<file path="src/rtl/cpu_pkg.sv">
// Shared encodings for the microprogrammed datapath: mir field positions, bus select
// codes, C-enable bit indices, ALU/shift/memory operation codes and step phases.
package cpu_pkg;

  localparam int unsigned MIR_W = 28;

  // mir field bit positions
  localparam int unsigned SHIFT_HI = 27;
  localparam int unsigned SHIFT_LO = 26;
  localparam int unsigned ALU_F0   = 25;
  localparam int unsigned ALU_F1   = 24;
  localparam int unsigned ALU_ENA  = 23;
  localparam int unsigned ALU_ENB  = 22;
  localparam int unsigned ALU_INVA = 21;
  localparam int unsigned ALU_INC  = 20;
  localparam int unsigned MEM_HI   = 19;
  localparam int unsigned MEM_LO   = 18;
  localparam int unsigned ADDR_LO  = 14;
  localparam int unsigned C_HI     = 13;
  localparam int unsigned C_LO     = 4;
  localparam int unsigned B_HI     = 3;
  localparam int unsigned B_LO     = 0;

  // Bit indices inside the 10-bit C-enable field (mir[13:4])
  localparam int unsigned C_MAR = 0;
  localparam int unsigned C_MDR = 1;
  localparam int unsigned C_MBR = 2;
  localparam int unsigned C_PC  = 3;
  localparam int unsigned C_SP  = 4;
  localparam int unsigned C_LV  = 5;
  localparam int unsigned C_CPP = 6;
  localparam int unsigned C_TOS = 7;
  localparam int unsigned C_OPC = 8;
  localparam int unsigned C_H   = 9;

  // B bus source select
  localparam logic [3:0] B_MDR  = 4'd1;
  localparam logic [3:0] B_PC   = 4'd2;
  localparam logic [3:0] B_MBRS = 4'd3;
  localparam logic [3:0] B_MBRU = 4'd4;
  localparam logic [3:0] B_SP   = 4'd5;
  localparam logic [3:0] B_LV   = 4'd6;
  localparam logic [3:0] B_CPP  = 4'd7;
  localparam logic [3:0] B_TOS  = 4'd8;
  localparam logic [3:0] B_OPC  = 4'd9;

  // ALU function {F0,F1}
  localparam logic [1:0] FN_AND  = 2'b00;
  localparam logic [1:0] FN_OR   = 2'b01;
  localparam logic [1:0] FN_NOTB = 2'b10;
  localparam logic [1:0] FN_ADD  = 2'b11;

  // Shifter control
  localparam logic [1:0] SH_SRA1 = 2'b01;
  localparam logic [1:0] SH_SLL8 = 2'b10;

  // Memory operation
  localparam logic [1:0] MEM_READ  = 2'b01;
  localparam logic [1:0] MEM_WRITE = 2'b10;

  // Step phases
  localparam logic [1:0] PH_READ  = 2'd0;
  localparam logic [1:0] PH_WB    = 2'd1;
  localparam logic [1:0] PH_WRITE = 2'd2;

endpackage

</file>
<file path="src/rtl/cpu_alu.sv">
// Combinational ALU followed by the shifter; produces the C bus from H and the B bus.
module cpu_alu
  import cpu_pkg::*;
#(
  parameter int unsigned DATA_W = 32
) (
  input  logic [1:0]        fn,
  input  logic              ena,
  input  logic              enb,
  input  logic              inva,
  input  logic              inc,
  input  logic [1:0]        shift,
  input  logic [DATA_W-1:0] h,
  input  logic [DATA_W-1:0] b_bus,
  output logic [DATA_W-1:0] c_bus
);

  logic [DATA_W-1:0] a_op;
  logic [DATA_W-1:0] b_op;
  logic [DATA_W-1:0] alu_out;

  always_comb begin
    a_op = ena ? h : '0;
    if (inva) a_op = ~a_op;
    b_op = enb ? b_bus : '0;
    unique case (fn)
      FN_AND:  alu_out = a_op & b_op;
      FN_OR:   alu_out = a_op | b_op;
      FN_NOTB: alu_out = ~b_op;
      default: alu_out = a_op + b_op + {{(DATA_W-1){1'b0}}, inc};
    endcase
  end

  always_comb begin
    case (shift)
      SH_SLL8: c_bus = {alu_out[DATA_W-9:0], 8'h00};
      SH_SRA1: c_bus = {alu_out[DATA_W-1], alu_out[DATA_W-1:1]};
      default: c_bus = alu_out;
    endcase
  end

endmodule

</file>
<file path="src/rtl/cpu_core.sv">
// Mic-1-style datapath: register file, B-bus mux, internal RAM and a 3-phase step
// sequencer (memory read, C-bus writeback, memory write) driven by an external mir.
module cpu_core
  import cpu_pkg::*;
#(
  parameter int unsigned DATA_W = 32,
  parameter int unsigned ADDR_W = 4
) (
  input  logic              clock,
  input  logic              reset_n,
  input  logic [MIR_W-1:0]  mir,
  output logic [DATA_W-1:0] out_c,
  output logic [DATA_W-1:0] out_b,
  output logic [DATA_W-1:0] out_ram_read,
  output logic [DATA_W-1:0] out_ram_write
);

  localparam int unsigned RAM_DEPTH = 1 << ADDR_W;

  logic [1:0]        phase;
  logic [DATA_W-1:0] h, opc, tos, cpp, lv, sp, pc, mdr, mar;
  logic [7:0]        mbr;
  logic [DATA_W-1:0] ram [RAM_DEPTH];

  logic [1:0]        mem;
  logic [ADDR_W-1:0] addr;
  logic [9:0]        c_en;
  logic [3:0]        b_sel;
  logic [DATA_W-1:0] b_bus;
  logic [DATA_W-1:0] c_bus;

  assign mem   = mir[MEM_HI:MEM_LO];
  assign addr  = mir[ADDR_LO +: ADDR_W];
  assign c_en  = mir[C_HI:C_LO];
  assign b_sel = mir[B_HI:B_LO];

  always_comb begin
    case (b_sel)
      B_MDR:   b_bus = mdr;
      B_PC:    b_bus = pc;
      B_MBRS:  b_bus = {{(DATA_W-8){mbr[7]}}, mbr};
      B_MBRU:  b_bus = {{(DATA_W-8){1'b0}}, mbr};
      B_SP:    b_bus = sp;
      B_LV:    b_bus = lv;
      B_CPP:   b_bus = cpp;
      B_TOS:   b_bus = tos;
      B_OPC:   b_bus = opc;
      default: b_bus = '0;
    endcase
  end

  cpu_alu #(
    .DATA_W (DATA_W)
  ) u_alu (
    .fn    (mir[ALU_F0:ALU_F1]),
    .ena   (mir[ALU_ENA]),
    .enb   (mir[ALU_ENB]),
    .inva  (mir[ALU_INVA]),
    .inc   (mir[ALU_INC]),
    .shift (mir[SHIFT_HI:SHIFT_LO]),
    .h     (h),
    .b_bus (b_bus),
    .c_bus (c_bus)
  );

  always_ff @(posedge clock or negedge reset_n) begin
    if (!reset_n) begin
      phase <= PH_READ;
      h     <= '0;
      opc   <= '0;
      tos   <= '0;
      cpp   <= '0;
      lv    <= '0;
      sp    <= '0;
      pc    <= '0;
      mbr   <= '0;
      mdr   <= '0;
      mar   <= '0;
      for (int unsigned i = 0; i < RAM_DEPTH; i++) ram[i] <= '0;
    end else begin
      case (phase)
        PH_READ: begin
          if (mem == MEM_READ) mdr <= ram[addr];
          phase <= PH_WB;
        end
        PH_WB: begin
          if (c_en[C_H])   h   <= c_bus;
          if (c_en[C_OPC]) opc <= c_bus;
          if (c_en[C_TOS]) tos <= c_bus;
          if (c_en[C_CPP]) cpp <= c_bus;
          if (c_en[C_LV])  lv  <= c_bus;
          if (c_en[C_SP])  sp  <= c_bus;
          if (c_en[C_PC])  pc  <= c_bus;
          if (c_en[C_MBR]) mbr <= c_bus[7:0];
          // A read in progress owns MDR; the C-bus enable must not clobber the fetched word.
          if (c_en[C_MDR] && mem != MEM_READ) mdr <= c_bus;
          if (c_en[C_MAR]) mar <= c_bus;
          phase <= PH_WRITE;
        end
        PH_WRITE: begin
          if (mem == MEM_WRITE) ram[addr] <= mar;
          phase <= PH_READ;
        end
        default: phase <= PH_READ;
      endcase
    end
  end

  assign out_c         = c_bus;
  assign out_b         = b_bus;
  assign out_ram_read  = ram[addr];
  assign out_ram_write = mar;

endmodule

</file>
<file path="config.mk">
export PLATFORM = sky130hd
export DESIGN_NAME = cpu_core
export DESIGN_NICKNAME = d
export VERILOG_FILES = /design/src/rtl/cpu_pkg.sv /design/src/rtl/cpu_alu.sv /design/src/rtl/cpu_core.sv
export SDC_FILE = /design/constraint.sdc
export NUM_CORES = 2
export LEC_CHECK = 0
export CAP_MARGIN = 20
export CORE_MARGIN = 3
export CORE_UTILIZATION = 53
export DETAILED_ROUTE_END_ITERATION = 8
export PLACE_DENSITY = 0.71
export SETUP_SLACK_MARGIN = 0.4
export SLEW_MARGIN = 20
export SYNTH_ARGS = -nofsm -noshare
export SYNTH_HDL_FRONTEND = slang
export SYNTH_SLANG_ARGS = --single-unit
</file>
<file path="constraint.sdc">
create_clock -name clock -period 7.7 [get_ports clock]
set_input_delay 1.155 -clock clock [delete_from_list [all_inputs] [get_ports clock]]
set_output_delay 1.155 -clock clock [all_outputs]
set_load 0.01 [all_outputs]
</file>
---- Word-level counts from Yosys, hierarchy flattened ----
Cells that the tools add are included.
storage, ports and cells
  bits in registers ....................... 810
  logic and storage cells ................. 88
operators by class
  $add $sub $neg .......................... 2
  reductions and logical operators ........ 16
  order comparisons ....................... 2
  bitwise gates (word level) .............. 5
  mux-type cells .......................... 16
  equal/unequal tests ..................... 20
operators with widths
  operator            count
  $bwmux 512          1
  $pmux 32 s9         1
  $mux 32             8
  $bmux 32 s4         1
  $demux 32 s4        1
  $pmux 32 s2         2
  $pmux 32 s3         1
  $not 32->32         2
  $add 32x1->32       1
  $add 32x32->32      1
  $and 32x32->32      1
  $or 32x32->32       1
  $reduce_and 2->1    10
  $eq 4x3->1 const B  4
  $eq 2x1->1 const B  4
  $eq 2x2->1 const B  4
  $eq 4x2->1 const B  2
  $eq 4x4->1 const B  2
  $ge 5x5->1 const B  1
  $lt 5x1->1 const B  1
  $not 4->5           1
  $eq 4x1->1 const B  1
  $logic_not 2->1     2
  $ne 2x2->1 const B  2
  other kinds (5)     6

---- Longest topological paths before layout ----
  word-level depth ........................ 9
  depth in mapped cells ................... 20
  mapped depth without buffers ............ 17

---- By module ----
A second synthesis with hierarchy kept.
unflattened totals
  cells, all modules ...................... 3,014
  area total of the unflattened synthesis .. 40,094.7 um^2
by module, submodules not included
  module    cells each  area each (um^2)  seq. area each (um^2)  times used
  cpu_core  2,294       35,506.6          20,269.4               1
  cpu_alu   720         4,588.2           0.0                    1

---- Least setup slack after synthesis ----
No wires, ideal clock.
  kind .................................... in2out
  start ................................... in mir[0]
  end ..................................... out out_c[23]
  setup slack ............................. 1.348 ns
  data arrival time ....................... 5.197 ns
  cell stages on the path ................. 17
  required time ........................... 6.545 ns
  path through ............................ buf_4 -> nor4bb_4 -> clkbuf_1 -> a22o_1 -> a211o_1 -> nand2_1 -> fa_1 -> fa_1 -> nor2b_1 -> o2111ai_1 -> a21oi_1 -> o21ba_2 -> nand4_1 -> a222oi_1 -> nand2_1 -> a21oi_2 -> nor2_1
between the ends
  word-level cells in the longest chain between the ends .. 7
  elaborated cells on any way between the ends .. 18
  classes of those cells .................. add/sub (2); eq/ne (9); mux (4); bitwise (3)
ends and longest elaborated chain
  element                                   RTL line        text
  from (decl)                               cpu_core.sv:11  input logic [MIR_W-1:0] mir,
  $eq 4x4->1, or another cell as far along  cpu_core.sv:38  case (b_sel)
  $pmux 32 s9 (*)                           cpu_core.sv:38
  named net out_b[0]                        cpu_core.sv:13  output logic [DATA_W-1:0] out_b,
  $mux 32 (*)                               cpu_alu.sv:25   b_op = enb ? b_bus : '0;
  $add 32x32->32 (*)                        cpu_alu.sv:30   default: alu_out = a_op + b_op + {{(DATA_W-1){1'b0}}, inc};
  $add 32x1->32 (*)                         cpu_alu.sv:30
  $pmux 32 s3 (*)                           cpu_alu.sv:26   unique case (fn)
  $pmux 32 s2 (*)                           cpu_alu.sv:35   case (shift)
  to (decl)                                 cpu_core.sv:12  output logic [DATA_W-1:0] out_c,
The timed path passes the listed nets; every way through them passes the cells marked *.

---- Final worst setup path ----
  start ................................... in mir[2]
  end ..................................... out out_c[16]
between the ends
  word-level cells in the longest chain between the ends .. 7
  elaborated cells on any way between the ends .. 18
  classes of those cells .................. add/sub (2); eq/ne (9); mux (4); bitwise (3)
ends and longest elaborated chain
  element                                   RTL line
  $eq 4x4->1, or another cell as far along  cpu_core.sv:38
  $pmux 32 s9 (*)                           cpu_core.sv:38
  $mux 32 (*)                               cpu_alu.sv:25
  $add 32x32->32                            cpu_alu.sv:30
  $add 32x1->32                             cpu_alu.sv:30
  $pmux 32 s3 (*)                           cpu_alu.sv:26
  $pmux 32 s2 (*)                           cpu_alu.sv:35
Every way passes the cells marked *; elsewhere a longest branch is shown, timed or not.

==> impl_metrics.ini <==
[sta]
setup_viol = 0
min_period_ns = 7.19
tightestPinTransition_ns = 1.09
worst_slack_ns = 0.511
relSlewSlack = 0.272
slew_viol_final = 0
finalClockSkew_ns = 0.0182
grt_setup_unrepaired = no
final_hold_viol_count = 0
fin_crit_sh = 0.934
fmax_mhz = 139
tns_ns = 0

[grt]
grt_pass1_vias = 29300
met1_usage = 0.430
grt_max_degree = 152
track_usage = 0.305
grt.busiest_layer = met2
grt_pass1_wl_mm = 188
grtUsageMet3 = 0.0553
grt-ovfl-total = 0
antenna_found_initial = 1
met2_usage = 0.472

[hold_path]
min_path_type = reg2reg
min_path_cells = 2
hold-path-endpoint = sp[24]$_DFFE_PN0P_
min_from = sp[24]$_DFFE_PN0P_

[yosys]
syn_inst = 3439
ys_seq_elements = 810
synth_area_mm2 = 0.0410
avgSynthCellArea_um2 = 11.9
ys_warn_count = 0
synth.distinct_cells = 110
synth-main-ff-cell = dfrtp_1
synth_nets = 3537
synth_edf_count = 0
yosysSeqAreaShare = 0.495
async_reset_ff_frac = 1.00

[critical_path]
regToRegEndpoint = sp[24]$_DFFE_PN0P_
cpPeakStageDelay_ns = 0.53
reg2reg_depth = 16
r2r_slack_ns = 2.77
slowest_stage = clkdlybuf4s50_1
path_cells = clkbuf_4, buf_4, and2b_1, buf_4, a22o_1, a222oi_1, a21oi_1, ha_1, a21o_1, a21o_1, a221o_1, a21oi_2, a211oi_1, or3b_1, a2bb2o_1, o21bai_2, inv_1, clkdlybuf4s50_1
cp.arrival_ns = 6.03
crit_type = in2out
crit_fanout = 12
cp.required_ns = 6.55
end_kind = output port
start_kind = primary input
rr_startpoint = mbr[7]$_DFFE_PN0P_

[die]
die_area_mm2 = 0.0807
die_y_um = 284
ios = 158
rows = 101
core_area_mm2 = 0.0763
start_util = 0.537
die-width_um = 284

[power_and_ir_drop]
p_leak_nw = 21.3
finalPower_mw = 11.3
ir_drop_mv = 0.170
cellPowerDensity_mw_per_mm2 = 244

[final_layout]
num-fill-cells = 6160
layout_commonest_cell = dfrtp_1
synthToLayoutAreaGrowth_pct = 13.2
most-common-layout-cells = 810 x dfrtp_1, 525 x mux2_2, 368 x nand2_1, 217 x o21ai_0, 163 x mux4_2
final_core_util = 0.608
nets = 3635
multi_input_area_mm2 = 0.0193
seq_area_mm2 = 0.0203
drive_gt1_frac = 0.299

[job]
cap_violations = 0

[drt]
via_per_inst = 6.37
wl_mm = 123
first_pass_iters = 6
antenna_left = 0
wire_per_inst_um = 26.8
vias = 29400
route.detailed.drc = 0
drtIter0Drc = 2976

[placed_design]
place.gp.congestion = 1.01
io_buffers = 157
dp_slack_ns = 0.305
dp_hpwl_mm = 82.7

[cts]
cts_hold_buf = 0
numCtsBuffers = 81
clk_latency_ns = 0.62
clk_pin_slew_ns = 0.06
cts_buffer_depth = 3
cts_root_buffer = clkbuf_16
htree_levels = 3
clock-sinks = 810
tritoncts = done

[run_status]
status = finished, final reports clean
-- final cells by class --
| type | instances | area share |
|---|---|---|
| repair buffers | 291 | 0.0563 |
| multi-input cells | 2234 | 0.415 |
| clock buffers | 113 | 0.0508 |
| clock inverters | 17 | 0.00316 |
| inverters | 119 | 0.00963 |
| diodes | 1 | 0.0000539 |
| flip-flops and latches | 810 | 0.437 |
| well taps | 1030 | 0.0278 |
-- worst max path at each step --
stage / start / to
global placement: mir[2] / out_c[20]
floorplan: mir[0] / out_c[23]
detailed placement: mir[3] / out_c[19]
CTS: mir[2] / out_c[23]
finish: mir[2] / out_c[16]
global route: mir[2] / out_c[16]
-- report_power, final --
| group | internal, mW | leakage, nW | switching, mW | total [mW] |
|---|---|---|---|---|
| combinational | 1.01 | 9.37 | 1.29 | 2.30 |
| clock | 2.18 | 1.23 | 1.63 | 3.81 |
| sequential | 4.77 | 10.7 | 0.452 | 5.22 |
| total | 7.97 | 21.3 | 3.37 | 11.3 |
-- per-stage QoR --
| stage | cells | instance area (um2) | hold slack, ns |
|---|---|---|---|
| 2_1_floorplan | 3439 | 41000 | 0.437 |
| 3_3_place_gp | 4480 | 43700 | 0.459 |
| 3_5_place_dp | 4480 | 43700 | 0.466 |
| 4_1_cts | 4610 | 46300 | 0.479 |
| 5_1_grt | 4614 | 46400 | 0.499 |
| 6_report | 4615 | 46400 | 0.478 |
-- sequential cells by signal, summed over array words and instances (netlist names) --
name	count
mbr	8
opc	32
phase	2
pc	32
h	32
sp	32
cpp	32
ram	512
tos	32
lv	32
out_ram_write	32
mdr	32
-- metal layers --
metal  share of wire  wire, um  vias to the layer above
li1                -         -                    12700
met1            0.42     51600                    15100
met2            0.46     56700                     1311
met3           0.080      9820                      284
met4           0.044      5400                        2
met5         0.00011        13                        -
-- synthesized netlist by cell type, drive strengths merged, types with 19 or more instances --
| cell | n | area share |
|---|---|---|
| a211oi | 20 | 0.0038 |
| a21o | 22 | 0.0041 |
| a21oi | 100 | 0.013 |
| a221oi | 24 | 0.0063 |
| a22o | 20 | 0.0043 |
| a22oi | 68 | 0.012 |
| and2 | 27 | 0.0042 |
| buf | 93 | 0.012 |
| clkbuf | 183 | 0.017 |
| dfrtp | 810 | 0.49 |
| ha | 66 | 0.020 |
| inv | 116 | 0.011 |
| mux2 | 527 | 0.14 |
| mux2i | 31 | 0.0080 |
| mux4 | 163 | 0.090 |
| nand2 | 388 | 0.036 |
| nor2 | 102 | 0.0094 |
| nor2b | 19 | 0.0029 |
| o211ai | 19 | 0.0038 |
| o21ai | 304 | 0.039 |
| o22ai | 24 | 0.0038 |
| xnor2 | 42 | 0.0090 |
-- critical path: cells and delay by family --
kind,cells,cell delay (ns)
buf+inv,5,1.24
compound gates,10,2.63
fa+ha+maj,1,0.38
simple gates,2,0.61
-- what timing repair did --
item	in CTS	in global routing
setup buffers	0	4
pin swaps	0	3
resized for setup	6	27
endpoints found under the setup margin	10	20
-- logic make-up (layout without fill, tap and decap cells) --
group | count (synthesis) | after routing | share of synthesized area
AND/OR/NAND/NOR | 674 | 674 | 0.0763
other | 0 | 1 | 0
buffers and inverters | 395 | 540 | 0.0396
multiplexers | 721 | 721 | 0.242
AO/OA/AOI/OAI | 726 | 726 | 0.116
flip-flops | 810 | 810 | 0.495
adder cells (fa/ha/maj) | 68 | 68 | 0.0211
XOR/XNOR | 45 | 45 | 0.00962
No activity file was read; power rests on OpenSTA's default activity.
